[config.mk]
export PLATFORM = sky130hd
export DESIGN_NAME = pipelined_csum_adder
export DESIGN_NICKNAME = d
export VERILOG_FILES = /design/src/rtl/csum_pkg.sv /design/src/rtl/csum_merge.sv /design/src/rtl/pipelined_csum_adder.sv
export SDC_FILE = /design/constraint.sdc
export NUM_CORES = 1
export LEC_CHECK = 0
export BUFFER_PORTS_ARGS = -buffer_cell sky130_fd_sc_hd__buf_2
export CAP_MARGIN = 20
export CORE_MARGIN = 2
export CORE_UTILIZATION = 52
export CTS_CLUSTER_DIAMETER = 120
export CTS_CLUSTER_SIZE = 10
export DETAILED_ROUTE_END_ITERATION = 12
export GPL_ROUTABILITY_DRIVEN = 0
export PLACE_DENSITY = 0.8
export SLEW_MARGIN = 25
export SYNTH_ARGS = -nofsm -noshare
export SYNTH_HDL_FRONTEND = slang
export SYNTH_SLANG_ARGS = --single-unit
export TNS_END_PERCENT = 20
[constraint.sdc]
create_clock -name clk -period 4.7 [get_ports clk]
set_clock_uncertainty 0.05 [all_clocks]
set_input_delay 0.94 -clock clk [delete_from_list [all_inputs] [get_ports clk]]
set_output_delay 0.94 -clock clk [all_outputs]
set_load 0.01 [all_outputs]
[src/rtl/csum_pkg.sv]
// csum_pkg: shared definitions for the pipelined conditional-sum adder.
//   csum_levels()      - number of datapath levels for an operand width
//                        (one pair-forming level plus log2(width) merge levels)
//   csum_level_stage() - which register stage a given level lives in
//   csum_result_t      - result record {sum, cout, ovf, zero}, sum sized for
//                        the widest supported operand
package csum_pkg;

   localparam int MAX_WIDTH = 64;

   function automatic int csum_levels(input int width);
      return $clog2(width) + 1;
   endfunction

   // Levels are dealt out to stages as evenly as possible; when they do not
   // divide evenly the first (levels % stages) stages get one extra level.
   function automatic int csum_level_stage(input int level, input int levels,
                                           input int stages);
      int base;
      int rem;
      int acc;
      int st;
      if (stages < 1) return 0;
      base = levels / stages;
      rem  = levels % stages;
      acc  = 0;
      st   = 0;
      for (int s = 0; s < stages; s++) begin
         if (level >= acc) st = s;
         acc += base + ((s < rem) ? 1 : 0);
      end
      return st;
   endfunction

   typedef struct packed {
      logic [MAX_WIDTH-1:0] sum;
      logic                 cout;
      logic                 ovf;
      logic                 zero;
   } csum_result_t;

endpackage

[src/rtl/csum_merge.sv]
// csum_merge: one merge level of the conditional-sum adder.
//   Inputs are blocks of width BLK/2, each carrying a sum/carry pair for an
//   assumed carry-in of 0 (s0/c0) and of 1 (s1/c1). Adjacent blocks are
//   merged into blocks of width BLK: the lower half passes through, the upper
//   half is picked by the lower half's carry for the same assumption.
//   i_s0/i_s1 : WIDTH-bit sums, carry-in 0 / 1
//   i_c0/i_c1 : one carry per input block (2*WIDTH/BLK bits)
//   o_s0/o_s1 : WIDTH-bit merged sums
//   o_c0/o_c1 : one carry per output block (WIDTH/BLK bits)
module csum_merge #(
   parameter int WIDTH = 32,
   parameter int BLK   = 2
) (
   input  logic [WIDTH-1:0]         i_s0,
   input  logic [WIDTH-1:0]         i_s1,
   input  logic [2*WIDTH/BLK-1:0]   i_c0,
   input  logic [2*WIDTH/BLK-1:0]   i_c1,
   output logic [WIDTH-1:0]         o_s0,
   output logic [WIDTH-1:0]         o_s1,
   output logic [WIDTH/BLK-1:0]     o_c0,
   output logic [WIDTH/BLK-1:0]     o_c1
);

   localparam int H  = BLK / 2;
   localparam int NB = WIDTH / BLK;

   for (genvar k = 0; k < NB; k++) begin : g_pair
      assign o_s0[k*BLK +: H]   = i_s0[k*BLK +: H];
      assign o_s1[k*BLK +: H]   = i_s1[k*BLK +: H];
      assign o_s0[k*BLK+H +: H] = i_c0[2*k] ? i_s1[k*BLK+H +: H] : i_s0[k*BLK+H +: H];
      assign o_s1[k*BLK+H +: H] = i_c1[2*k] ? i_s1[k*BLK+H +: H] : i_s0[k*BLK+H +: H];
      assign o_c0[k] = i_c0[2*k] ? i_c1[2*k+1] : i_c0[2*k+1];
      assign o_c1[k] = i_c1[2*k] ? i_c1[2*k+1] : i_c0[2*k+1];
   end

endmodule

[src/rtl/pipelined_csum_adder.sv]
// pipelined_csum_adder: valid/ready pipelined conditional-sum adder/subtractor.
//   clk, rst_n          : clock, synchronous active-low reset
//   in_valid/in_ready   : operand handshake (in_ready = pipeline advances)
//   a, b, cin, op_sub   : operands; op_sub=1 computes a - b and ignores cin
//   out_valid/out_ready : result handshake
//   sum, cout, ovf, zero: registered result; cout=1 means no borrow in subtract
// Datapath: level 0 forms per-bit sum/carry pairs, log2(WIDTH) merge levels
// double the block width, the final carry-in select sits after the last merge.
// Levels are split across STAGES register stages; the last stage register is
// the output register. All stages move together whenever the output is free.
module pipelined_csum_adder
   import csum_pkg::*;
#(
   parameter int WIDTH  = 32,
   parameter int STAGES = 2
) (
   input  logic             clk,
   input  logic             rst_n,
   input  logic             in_valid,
   output logic             in_ready,
   input  logic [WIDTH-1:0] a,
   input  logic [WIDTH-1:0] b,
   input  logic             cin,
   input  logic             op_sub,
   output logic             out_valid,
   input  logic             out_ready,
   output logic [WIDTH-1:0] sum,
   output logic             cout,
   output logic             ovf,
   output logic             zero
);

   localparam int LEVELS = csum_levels(WIDTH);

   if (WIDTH < 8 || WIDTH > 64 || (WIDTH & (WIDTH - 1)) != 0) begin : g_bad_width
      $error("pipelined_csum_adder: WIDTH must be a power of two in 8..64");
   end
   if (STAGES < 1 || STAGES > LEVELS) begin : g_bad_stages
      $error("pipelined_csum_adder: STAGES must be in 1..log2(WIDTH)+1");
   end

   logic               w_adv;
   logic [STAGES-1:0]  r_vld;
   csum_result_t       r_res;
   csum_result_t       w_res;
   logic [WIDTH-1:0]   w_beff;
   logic [WIDTH-1:0]   w_fsum;
   logic               w_fcout;
   logic [2:0]         w_fsb;
   logic               w_unused_res;

   assign w_adv    = !r_vld[STAGES-1] || out_ready;
   assign in_ready = w_adv;
   assign w_beff   = op_sub ? ~b : b;

   // Each level carries sideband {a msb, effective-b msb, effective carry-in}
   // so overflow and the final select can be resolved after the last merge.
   for (genvar l = 0; l < LEVELS; l++) begin : g_lvl
      localparam int NB   = WIDTH >> l;
      localparam bit LAST = (l == LEVELS - 1);
      localparam bit BND  = LAST ||
         (csum_level_stage(l + 1, LEVELS, STAGES) != csum_level_stage(l, LEVELS, STAGES));

      logic [WIDTH-1:0] w_s0, w_s1, w_q_s0, w_q_s1;
      logic [NB-1:0]    w_c0, w_c1, w_q_c0, w_q_c1;
      logic [2:0]       w_sb, w_q_sb;

      if (l == 0) begin : g_form
         assign w_s0 = a ^ w_beff;
         assign w_s1 = ~(a ^ w_beff);
         assign w_c0 = a & w_beff;
         assign w_c1 = a | w_beff;
         assign w_sb = {a[WIDTH-1], w_beff[WIDTH-1], op_sub | cin};
      end else begin : g_merge
         csum_merge #(
            .WIDTH (WIDTH),
            .BLK   (1 << l)
         ) u_merge (
            .i_s0 (g_lvl[l-1].w_q_s0),
            .i_s1 (g_lvl[l-1].w_q_s1),
            .i_c0 (g_lvl[l-1].w_q_c0),
            .i_c1 (g_lvl[l-1].w_q_c1),
            .o_s0 (w_s0),
            .o_s1 (w_s1),
            .o_c0 (w_c0),
            .o_c1 (w_c1)
         );
         assign w_sb = g_lvl[l-1].w_q_sb;
      end

      if (BND && !LAST) begin : g_reg
         // stage boundary: intermediate data register, not reset
         logic [WIDTH-1:0] r_s0, r_s1;
         logic [NB-1:0]    r_c0, r_c1;
         logic [2:0]       r_sb;
         always_ff @(posedge clk) begin
            if (w_adv) begin
               r_s0 <= w_s0;
               r_s1 <= w_s1;
               r_c0 <= w_c0;
               r_c1 <= w_c1;
               r_sb <= w_sb;
            end
         end
         assign w_q_s0 = r_s0;
         assign w_q_s1 = r_s1;
         assign w_q_c0 = r_c0;
         assign w_q_c1 = r_c1;
         assign w_q_sb = r_sb;
      end else begin : g_thru
         assign w_q_s0 = w_s0;
         assign w_q_s1 = w_s1;
         assign w_q_c0 = w_c0;
         assign w_q_c1 = w_c1;
         assign w_q_sb = w_sb;
      end
   end

   // Final select by the effective carry-in, then flag generation.
   assign w_fsb   = g_lvl[LEVELS-1].w_q_sb;
   assign w_fsum  = w_fsb[0] ? g_lvl[LEVELS-1].w_q_s1 : g_lvl[LEVELS-1].w_q_s0;
   assign w_fcout = w_fsb[0] ? g_lvl[LEVELS-1].w_q_c1[0] : g_lvl[LEVELS-1].w_q_c0[0];

   always_comb begin
      w_res                  = '0;
      w_res.sum[WIDTH-1:0]   = w_fsum;
      w_res.cout             = w_fcout;
      w_res.ovf              = (w_fsb[2] == w_fsb[1]) && (w_fsum[WIDTH-1] != w_fsb[2]);
      w_res.zero             = (w_fsum == '0);
   end

   // Output stage: valid chain and result register, both cleared by reset.
   always_ff @(posedge clk) begin
      if (!rst_n) begin
         r_vld <= '0;
         r_res <= '0;
      end else if (w_adv) begin
         r_vld <= (r_vld << 1) | STAGES'(in_valid);
         r_res <= w_res;
      end
   end

   assign out_valid    = r_vld[STAGES-1];
   assign sum          = r_res.sum[WIDTH-1:0];
   assign cout         = r_res.cout;
   assign ovf          = r_res.ovf;
   assign zero         = r_res.zero;
   // sum bits above WIDTH are always zero
   assign w_unused_res = ^r_res.sum;

endmodule

* After elaboration in Yosys (flattened, before gate mapping)
Index checks and enable logic that the tools add are counted.
** Word-level totals
- Flip-flop bits (word level) :: 120
- Input port bits :: 70
- Output and inout bits :: 37
- Word-level logic and storage cells :: 150
** Cells by class
- Eq/ne operators :: 2
- Mux-type cells :: 127
- Bitwise logic cells :: 7
- Reduce and logical (&&, ||, !) cells :: 4
** Operators by type and width (number)
- $mux W1 :: 95
- $mux W32 :: 2
- $not A32 Y32 :: 2
- $and A32 B32 Y32 :: 1
- $logic_not A32 Y1 :: 1
- $mux W16 :: 2
- $mux W2 :: 16
- $mux W4 :: 8
- $mux W8 :: 4
- $or A32 B32 Y32 :: 1
- $xor A32 B32 Y32 :: 1
- $or A2 B1 Y2 :: 1
- $eq A1 B1 Y1 :: 1
- $logic_and A1 B1 Y1 :: 1
- $logic_not A1 Y1 :: 1
- $logic_or A1 B1 Y1 :: 1
- $ne A1 B1 Y1 :: 1
- $or A1 B1 Y1 :: 1

* Logic depth before layout (Yosys ltp)
- Word-level depth :: 6
- Gate-level depth with buffers :: 11

* Hierarchy
A second synthesis with hierarchy kept.
** Unflattened totals
- Cell total of the unflattened synthesis :: 894
- Area, all modules :: 9949.5 sq um
** Modules (own cells, without submodules)
- pipelined_csum_adder :: times used 1, cells an instance 504, area each 5930.7 sq um, sequential area each 3233.1 sq um
- csum_merge (g_lvl[1].g_merge.u_merge) :: times used 1, cells an instance 96, area each 960.9 sq um, sequential area each 0.0 sq um
- csum_merge (g_lvl[4].g_merge.u_merge) :: times used 1, cells an instance 72, area each 825.8 sq um, sequential area each 0.0 sq um
- csum_merge (g_lvl[2].g_merge.u_merge) :: times used 1, cells an instance 80, area each 780.7 sq um, sequential area each 0.0 sq um
- csum_merge (g_lvl[5].g_merge.u_merge) :: times used 1, cells an instance 70, area each 760.7 sq um, sequential area each 0.0 sq um
- csum_merge (g_lvl[3].g_merge.u_merge) :: times used 1, cells an instance 72, area each 690.7 sq um, sequential area each 0.0 sq um

* Worst setup path after synthesis
Ideal clock, no wire load.
- Kind :: input port to output port
- From :: input out_ready
- To :: output in_ready
- Arrival time :: 3842 ps
- Path slack :: -132 ps
- Stages :: 3
- Buffers on the path :: 2
- Cell sequence :: nand2b_1 clkbuf_1 clkbuf_1
** On the way
- Cells in the longest elaborated chain, start to end :: 1
** Ends and longest elaborated chain
- start, declared :: line pipelined_csum_adder.sv:26 : input logic out_ready,
- $logic_or A1 B1 Y1 :: line pipelined_csum_adder.sv:52 : assign w_adv = !r_vld[STAGES-1] || out_ready;
- end, declared :: line pipelined_csum_adder.sv:20 : output logic in_ready,
Every way passes these cells.

* Worst setup path after layout
- From :: register g_lvl[2].g_reg.r_sb[0]
- To :: register r_res, in the netlist zero
** On the way
- Cells in the longest elaborated chain, start to end :: 2
** Ends and longest elaborated chain
- start, declared :: line pipelined_csum_adder.sv:95 : logic [2:0] r_sb;
- start signal, assigned :: line pipelined_csum_adder.sv:102 : r_sb <= w_sb;
- $mux W32 :: line pipelined_csum_adder.sv:121 : assign w_fsum = w_fsb[0] ? g_lvl[LEVELS-1].w_q_s1 : g_lvl[LEVELS-1].w_q_s0;
- $logic_not A32 Y1 :: line pipelined_csum_adder.sv:129 : w_res.zero = (w_fsum == '0);
- end signal, assigned :: line pipelined_csum_adder.sv:139 : r_res <= w_res;
- end, declared :: line pipelined_csum_adder.sv:44 : csum_result_t r_res;
Every way passes these cells.
A chain may end at the register's enable or synchronous reset.

==> qor.csv <==
metric;value;unit
outcome;finished, final reports clean;
initial antenna violation count;0;
max-slew violations;0;
clk buf depth;2;
#FFs+latches synth;120;
grt met1 use;0.224;
period utilisation layout;0.777;
Final ANT Viol Nets;0;
fin nets;847;
post-DR wirelength/cell;14.6;µm
# DRC;0;
die area;0.0141;mm²
grt total ovfl;0;
cts bufs inserted;17;
Die Wd;119;µm
static leakage power;4.00;nW
antenna diode count;0;
commonest non-fill, non-tap cell in the layout;buf_2;
initial core utilization;0.538;
CTS HTree Levels;4;
routed vias;4603;
# rows;41;
CTS tree;built;
CP Class;reg2reg;
HPWL Detailed;9.78;mm
commonest cells after routing, fill and taps aside;buf_2, inv_1, edfxtp_1;
largest net degree at the start of global routing;79;
CP Capture Type;register;
Hold Slack;0.426;ns
Post-Syn Area per Cell;11.4;µm²
Final Hold Vio Count;0;
synthesized area;0.00684;mm²
Yosys top cell by area;edfxtp_1;
met2 Usage GRT;0.335;
CP Launch Point;g_lvl[2].g_reg.r_sb[0];
Max Cap Viol;0;
Seq/Total Area, Yosys;0.473;
post-layout minimum cycle time;3.65;ns
Worst Tran Pin Value;0.833;ns
met3 Resource Use GR;0.0401;
Syn Inst Count;601;
DRC marker count from the first detailed-route iteration;333;
die height;119;µm
Worst EP required;4.91;ns
postcts setup bufs;0;
vias per cell;5.13;
relative slew slack;0.445;
CP Max Fanout;8;
Core ar.;0.0127;mm²
min-delay worst type;reg2reg;
R2R Setup Slk;1.05;ns
pre-CTS WS;1.09;ns
global-route wire length before repair;21.4;mm
top cell type's share of synthesized area;0.364;
reg2reg path depth;7;
fin worst setup slack;1.05;ns
global route hottest layer;met2;
post-route setup TNS;0;ns
Critical R2R Launch;g_lvl[2].g_reg.r_sb[0];
arrival time worst endpoint;3.86;ns
clk_lat worst skew;0.41;ns
count of cell types in the netlist;32;
All-Layer GR Usage;0.190;
Synth Warn #;0;
layout cells sized above 1;0.206;
total routed wirelength;13.1;mm
port bufs;106;
DRT Pass-1 Iters;5;
unrepaired setup endpoints after global routing;false;
fmax;0.274;GHz
critical path endpoint;zero;
Area Growth Syn to Fin;18.3;%
CTS sink count;120;
syn_nets;735;
Cell Pwr Density;451;mW/mm²
CTS clk-pin slew, worst paths;0.05;ns
Clock Tree Root;clkbuf_16;
Worst setup SP type;register;
IO Pins;107;
Setup-failing EPs final;0;
vias in the first global route;4627;
CTS resizes;0;
HP Start;r_vld[0];
FF-to-FF End;zero;
CTS Hold Bufs;0;
Peak supply drop;266;µV
Synth area leaders;edfxtp_1, ha_1, dfxtp_1;
==> per-layer routing <==
layer  vias up  wire [µm]
met4         0        256
li1       2283          -
met5         -          0
met1      2189       5590
met3        22        558
met2       109       6690
==> how the worst min path moves through the flow <==
stage | to | slack [ns] | depth (start not counted)
finish | r_vld[1] | 0.43 | 2
floorplan | r_vld[1] | 0.39 | 2
CTS | r_vld[1] | 0.43 | 2
global placement | r_vld[1] | 0.42 | 2
global route | r_vld[1] | 0.45 | 2
detailed placement | r_vld[1] | 0.42 | 2
==> power by group <==
group	internal (mW)	total, mW	switching, mW
clock network	0.713	1.16	0.452
logic	0.437	0.910	0.473
registers	1.42	1.57	0.145
total	2.57	3.64	1.07
==> metrics by stage <==
stage	instance area, µm²	cells	utilization	power [mW]
after floorplan	6840	601	-	2.21
after global placement	7550	866	0.594	2.44
after detailed placement	7550	866	0.594	2.49
after CTS	8090	897	0.636	3.66
after global routing	8090	897	0.636	3.82
final	8090	897	0.636	3.64
==> area by class of cell <==
cell class / instances / area, µm²
Fill cell: 1009 / 4630
Sequential cell: 120 / 3230
Inverter: 87 / 327
Tap cell: 172 / 215
Multi-Input combinational cell: 377 / 3220
Timing Repair Buffer: 110 / 561
Clock inverter: 14 / 111
Clock buffer: 17 / 425
==> registers in the layout, summed over array words and instances, names as in the netlist <==
signal / flops
cout: 1
g_lvl.g_reg.r_c0: 8
g_lvl.g_reg.r_c1: 8
g_lvl.g_reg.r_s0: 32
g_lvl.g_reg.r_s1: 32
g_lvl.g_reg.r_sb: 3
ovf: 1
r_vld: 2
sum: 32
zero: 1
==> cells in the mapped netlist <==
| cell type | n |
|---|---|
| nand2_1 | 53 |
| or3_1 | 1 |
| nor3b_1 | 1 |
| o31ai_1 | 1 |
| a21oi_1 | 12 |
| or2_2 | 1 |
| ha_1 | 64 |
| mux2_2 | 2 |
| nor4_1 | 11 |
| or4_1 | 2 |
| nand2b_1 | 1 |
| nor2_1 | 9 |
| a31oi_1 | 1 |
| edfxtp_1 | 83 |
| o211a_1 | 29 |
| o2111ai_1 | 1 |
| o21ai_0 | 30 |
| mux2i_4 | 6 |
| xnor2_1 | 36 |
| dfxtp_1 | 37 |
| clkbuf_1 | 13 |
| o22ai_1 | 1 |
| mux2i_1 | 62 |
| nor2b_1 | 1 |
| inv_1 | 87 |
| xor2_1 | 44 |
| buf_6 | 1 |
| a21boi_0 | 1 |
| nor3_1 | 2 |
| nand3_1 | 3 |
| buf_1 | 3 |
| o41ai_1 | 2 |
==> kinds of logic after synthesis <==
| group | Yosys count | synth area share |
|---|---|---|
| buf+inv | 104 | 0.0582 |
| simple gates | 85 | 0.0547 |
| flops | 120 | 0.473 |
| fa+ha+maj | 64 | 0.117 |
| xor+xnor | 80 | 0.102 |
| mux | 70 | 0.114 |
| compound gates | 78 | 0.0810 |
==> worst max-delay path, cell delays in order, from the launching register on <==
cell and delay [ns]:
edfxtp_1 0.57, mux2i_4 0.48, mux2i_4 0.53, mux2i_4 0.59, mux2i_4 0.49, mux2i_4 0.41
mux2i_1 0.26, o22ai_1 0.11
Note: power is estimated with default switching activity, not from simulation.
